$ cat src/rtl/matrix_addsub_seq.sv
// Sequential matrix add/subtract engine: latches two square matrices on start,
// processes LANES elements per clock with wrap or saturate arithmetic, then pulses done.
module matrix_addsub_seq #(
    parameter int ELEM_W  = 8,
    parameter int MAX_DIM = 5,
    parameter int LANES   = 5,
    parameter int SIZE_W  = 2
) (
    input  logic                                clk,
    input  logic                                rst,
    input  logic                                start,
    input  logic                                op_sub,
    input  logic                                saturate,
    input  logic [SIZE_W-1:0]                   matrix_size,
    input  logic [ELEM_W*MAX_DIM*MAX_DIM-1:0]   matrix_A,
    input  logic [ELEM_W*MAX_DIM*MAX_DIM-1:0]   matrix_B,
    output logic                                busy,
    output logic                                done,
    output logic [ELEM_W*MAX_DIM*MAX_DIM-1:0]   result_out,
    output logic                                overflow
);

    localparam int NELEM = MAX_DIM * MAX_DIM;
    localparam int IDX_W = $clog2(NELEM + LANES + 1);
    localparam int SEL_W = (NELEM > 1) ? $clog2(NELEM) : 1;

    localparam logic [1:0] S_IDLE = 2'd0;
    localparam logic [1:0] S_RUN  = 2'd1;
    localparam logic [1:0] S_DONE = 2'd2;

    localparam logic [ELEM_W-1:0] SAT_MAX = {1'b0, {(ELEM_W-1){1'b1}}};
    localparam logic [ELEM_W-1:0] SAT_MIN = {1'b1, {(ELEM_W-1){1'b0}}};

    logic [1:0]        state;
    logic [IDX_W-1:0]  index;
    logic [IDX_W-1:0]  count_n;
    logic [IDX_W-1:0]  dim_raw;
    logic [IDX_W-1:0]  dim;
    logic [IDX_W-1:0]  next_index;
    logic              last_beat;
    logic              op_sub_q;
    logic              saturate_q;
    logic              accept;

    logic [ELEM_W-1:0] a_mem [NELEM];
    logic [ELEM_W-1:0] b_mem [NELEM];
    logic [ELEM_W-1:0] r_mem [NELEM];

    logic [IDX_W-1:0]  lane_elem [LANES];
    logic [SEL_W-1:0]  lane_sel  [LANES];
    logic [ELEM_W-1:0] lane_a    [LANES];
    logic [ELEM_W-1:0] lane_b    [LANES];
    logic [ELEM_W:0]   lane_sum  [LANES];
    logic [ELEM_W-1:0] lane_res  [LANES];
    logic [LANES-1:0]  lane_act;
    logic [LANES-1:0]  lane_raw_ovf;
    logic [LANES-1:0]  lane_ovf;

    assign accept = (state == S_IDLE) && start;

    // Matrix dimension is size+2, never beyond what the storage holds.
    always_comb begin
        dim_raw = IDX_W'(matrix_size) + IDX_W'(2);
        dim     = (dim_raw > IDX_W'(MAX_DIM)) ? IDX_W'(MAX_DIM) : dim_raw;
    end

    assign next_index = index + IDX_W'(LANES);
    assign last_beat  = (next_index >= count_n);

    always_comb begin
        for (int l = 0; l < LANES; l++) begin
            lane_elem[l] = index + IDX_W'(l);
            lane_act[l]  = (state == S_RUN) && (lane_elem[l] < count_n);
            // Inactive lanes read element 0 so the array index always stays in range.
            lane_sel[l]  = lane_act[l] ? SEL_W'(lane_elem[l]) : '0;
            lane_a[l]    = a_mem[lane_sel[l]];
            lane_b[l]    = b_mem[lane_sel[l]];
            if (op_sub_q) begin
                lane_sum[l]     = {lane_a[l][ELEM_W-1], lane_a[l]} - {lane_b[l][ELEM_W-1], lane_b[l]};
                lane_raw_ovf[l] = (lane_a[l][ELEM_W-1] != lane_b[l][ELEM_W-1]) &&
                                  (lane_sum[l][ELEM_W-1] != lane_a[l][ELEM_W-1]);
            end else begin
                lane_sum[l]     = {lane_a[l][ELEM_W-1], lane_a[l]} + {lane_b[l][ELEM_W-1], lane_b[l]};
                lane_raw_ovf[l] = (lane_a[l][ELEM_W-1] == lane_b[l][ELEM_W-1]) &&
                                  (lane_sum[l][ELEM_W-1] != lane_a[l][ELEM_W-1]);
            end
            lane_ovf[l] = lane_act[l] && lane_raw_ovf[l];
            if (saturate_q && lane_raw_ovf[l])
                lane_res[l] = lane_a[l][ELEM_W-1] ? SAT_MIN : SAT_MAX;
            else
                lane_res[l] = lane_sum[l][ELEM_W-1:0];
        end
    end

    // NOTE: operand copies carry no reset; they are always rewritten on the accepted start before use.
    always_ff @(posedge clk) begin
        if (accept) begin
            for (int e = 0; e < NELEM; e++) begin
                a_mem[e] <= matrix_A[e*ELEM_W +: ELEM_W];
                b_mem[e] <= matrix_B[e*ELEM_W +: ELEM_W];
            end
        end
    end

    always_ff @(posedge clk or posedge rst) begin
        if (rst) begin
            state      <= S_IDLE;
            index      <= '0;
            count_n    <= '0;
            op_sub_q   <= 1'b0;
            saturate_q <= 1'b0;
            overflow   <= 1'b0;
            for (int e = 0; e < NELEM; e++) r_mem[e] <= '0;
        end else begin
            case (state)
                S_IDLE: begin
                    if (start) begin
                        state      <= S_RUN;
                        index      <= '0;
                        count_n    <= IDX_W'(dim * dim);
                        op_sub_q   <= op_sub;
                        saturate_q <= saturate;
                        overflow   <= 1'b0;
                        for (int e = 0; e < NELEM; e++) r_mem[e] <= '0;
                    end
                end
                S_RUN: begin
                    for (int l = 0; l < LANES; l++) begin
                        if (lane_act[l]) r_mem[lane_sel[l]] <= lane_res[l];
                    end
                    overflow <= overflow | (|lane_ovf);
                    index    <= next_index;
                    if (last_beat) state <= S_DONE;
                end
                S_DONE:  state <= S_IDLE;
                default: state <= S_IDLE;
            endcase
        end
    end

    assign busy = (state == S_RUN);
    assign done = (state == S_DONE);

    for (genvar g = 0; g < NELEM; g++) begin : g_result
        assign result_out[g*ELEM_W +: ELEM_W] = r_mem[g];
    end

endmodule

$ cat config.mk
export PLATFORM = sky130hd
export DESIGN_NAME = matrix_addsub_seq
export DESIGN_NICKNAME = d
export VERILOG_FILES = /design/src/rtl/matrix_addsub_seq.sv
export SDC_FILE = /design/constraint.sdc
export NUM_CORES = 2
export LEC_CHECK = 0
export BUFFER_PORTS_ARGS = -buffer_cell sky130_fd_sc_hd__buf_4
export CAP_MARGIN = 20
export CORE_ASPECT_RATIO = 0.75
export CORE_MARGIN = 1.5
export CORE_UTILIZATION = 25
export DETAILED_ROUTE_END_ITERATION = 12
export PLACE_DENSITY = 0.39
export SLEW_MARGIN = 20
export SYNTH_ARGS = -nofsm -noshare
export SYNTH_HDL_FRONTEND = slang
export SYNTH_SLANG_ARGS = --single-unit
$ cat constraint.sdc
create_clock -name clk -period 11.7 [get_ports clk]
set_input_delay 2.34 -clock clk [delete_from_list [all_inputs] [get_ports clk]]
set_output_delay 2.34 -clock clk [all_outputs]
set_load 0.01 [all_outputs]
==> key figures <==
GRT
  • Largest net degree at the start of global routing: 162
  • Initial antenna violation count: 46
  • GRT overflow: 0
  • Number of global-route vias before repair: 53.20k
  • Total track usage: 38.10%
  • First-pass GRT wire length: 493700 um

Floorplan
  • Die width: 501.0 um
  • I/O pin cnt: 610
  • Starting Density: 25.28%
  • FP Rows: 136
  • Core footprint: 183900 um2
  • Die area: 188700 um2
  • Die height: 376.5 um

STA
  • Final slew viol count: 0
  • Final min period: 10.20 ns
  • Final setup fails: 0
  • Max-slew headroom: 12.19%
  • Fmax: 98.06 MHz
  • Worst Tran Pin Value: 1.317 ns
  • Final Hold Viols: 0
  • RSZ-0062 raised after global routing: no
  • Worst setup margin: 1.502 ns
  • Final period utilization: 87.16%
  • Total negative slack: 0 ns
  • Final Skew: 0.04586 ns

Logic synthesis
  • Main combinational cell family by area after synthesis: compound AO/OA/AOI/OAI gates
  • Yosys reg bits: 614
  • Area leader, netlist: edfxtp_1
  • Async S/R FF share, synth: 34.85%
  • Mux cell area share after synthesis: 4.315%
  • Compound-cell area share of the yosys netlist: 36.56%
  • Most common cell in the netlist: o21ai_0
  • Mapped Area: 46510 um2
  • Top cells by area, synth: edfxtp_1, dfrtp_1, o22ai_1
  • Synth top area share: 25.83%
  • Synth Area in Adders: 3.099%
  • Synth Area in XOR/XNOR: 0.8555%
  • Mapped Cells: 5496
  • Synth Warn #: 0
  • Commonest cells in the netlist: o21ai_0, o22ai_1, nor2_1, nand2_1, a21oi_1
  • Sequential-to-total area share from yosys stat: 37.34%
  • Syn nets: 6011
  • Synth cell types: 112
  • Post-synthesis simple-gate area fraction: 13.20%
  • Avg Cell Area, Syn: 8.462 um2
  • Post-synth EDFFs: 400
  • Main synth FF type: edfxtp_1

Place
  • DP Wirelength: 269400 um
  • IO buf count: 609
  • RD Place Congestion: 1.046
  • Pre-CTS setup slack: 1.879 ns

Worst setup path
  • Worst Path Required: 12.37 ns
  • CP startpoint kind: flop
  • FF-to-FF setup slack: 1.50 ns
  • Class of the most critical setup path: reg2reg
  • Worst-path fanout max: 41
  • Worst EP arrival: 10.87 ns
  • Crit. End Element: flop

Finish
  • Nets: 6508
  • Area growth from synthesis to layout: 23.53%
  • Util after Layout: 31.23%
  • Share of layout cells above drive strength 1: 20.23%

Route
  • Via density: 6.807
  • Antenna violation net count after detailed routing: 0
  • DR iter-0 viols: 11.39k
  • Via count: 58.32k
  • Routed len/inst: 43.59 um
  • Post-route DRC violation count: 0
  • Final wirelength: 373400 um
  • DRT Pass-1 Iters: 8

CTS
  • CTS tree: yes
  • Post-cts resize count: 0
  • Root Driver: clkbuf_16
  • Max Root-Sink Buffers: 3
  • Clock-pin slew on the worst setup and hold paths: 0.06 ns
  • CTS Hold Bufs: 0
  • Post-CTS Setup Inserts: 0
  • H-tree levels: 3
  • Clk Latency, worst-skew pair: 0.75 ns
  • CTS buffer count: 76
  • Clock sink count: 614

Outcome
  • Status: complete, no violations

Hold path
  • Hold Crit Class: reg2reg

Job
  • MaxCap Viol Count: 0
==> layout make-up <==
cell class	count	area, um2
multi-input cells	4339	27480
diodes	37	92.59
repair buffers	867	6586
clock buffers	98	2046
fillers	19410	126500
well taps	2484	3108
clock inverters	33	376.6
flip-flops and latches	614	17380
inverters	95	382.9
==> metrics by stage <==
step           cell area (um2)  std cells  hold WS (ns)
2_1_floorplan            46510       5496        0.4760
3_3_place_gp             54830       8395        0.5232
3_5_place_dp             54880       8397        0.5178
4_1_cts                  57300       8528        0.5338
5_1_grt                  57380       8539        0.5736
6_report                 57450       8567        0.5306
==> placed cells by master, fill, tap and decap left out, types with 47 or more instances in the layout <==
master     count
nor2_1       481
clkbuf_16     77
a22oi_1      177
a21oi_1      409
inv_1         84
nor3_1       108
a211oi_1      75
o221ai_1     129
edfxtp_1     400
dfrtp_1      209
nand3_1      132
a221oi_1      74
o21ai_0      669
mux2i_1       76
a31oi_1       48
mux2_2        72
o211ai_1      47
buf_4        861
nand2_1      415
o22ai_1      628
ha_1          96
==> path summary, 6_finish.rpt <==
check,start,endpoint,cells after the start
max,index[3],result_out[116],27
min,result_out[191],result_out[191],2
max reg2reg,index[3],result_out[116],27
min reg2reg,result_out[191],result_out[191],2
max in group asynchronous,rst,op_sub_q,4
min in group asynchronous,rst,count_n[4],2
==> routing by layer <==
metal	up-vias	track usage, %	part of all wire (%)
met5	-	0.7682	0.065
met4	31	15.48	4.6
met3	893	17.52	15
met2	5340	49.91	38
met1	29200	52.74	42
li1	22850	-	-
==> state kept, by name, summed over array words and instances, names as in the netlist <==
register / flops
state: 2
a_mem: 200
count_n: 4
saturate_q: 1
overflow: 1
op_sub_q: 1
result_out: 200
index: 5
b_mem: 200
==> logic make-up (layout without fill, tap and decap cells) <==
| group | after synthesis | in the layout |
|---|---|---|
| DFF | 614 | 614 |
| xor gates and xnor gates | 39 | 39 |
| other | 0 | 37 |
| AOI/OAI and AO/OA | 2646 | 2646 |
| muxes | 169 | 169 |
| adders and majority gates | 108 | 108 |
| buffers and inverters | 543 | 1093 |
| and+or+nand+nor | 1377 | 1377 |
==> worst max-delay path: stages (launching register included) <==
cell and delay (ns):
dfrtp_2 0.80, inv_1 0.68, xnor2_2 0.66, inv_2 0.28, ha_1 0.35, o21a_1 0.19, o31a_1 0.24, nor2_2 0.06
buf_4 0.26, nand2_4 0.67, buf_4 0.40, o22ai_1 0.14, nor2_1 0.35, nor2_1 0.08, nor4_1 0.87, ha_1 0.41
o21ba_2 0.22, o21bai_1 0.17, a21oi_1 0.11, o21ai_0 0.26, a221oi_1 0.23, or4_4 0.48, a311oi_4 0.70, mux2i_2 0.29
buf_4 0.57, o21ai_0 0.22, a31oi_1 0.19, a221o_1 0.12
Power is not shown: default switching activity piles up to over one toggle a cycle in this logic, so the estimate is an artifact.
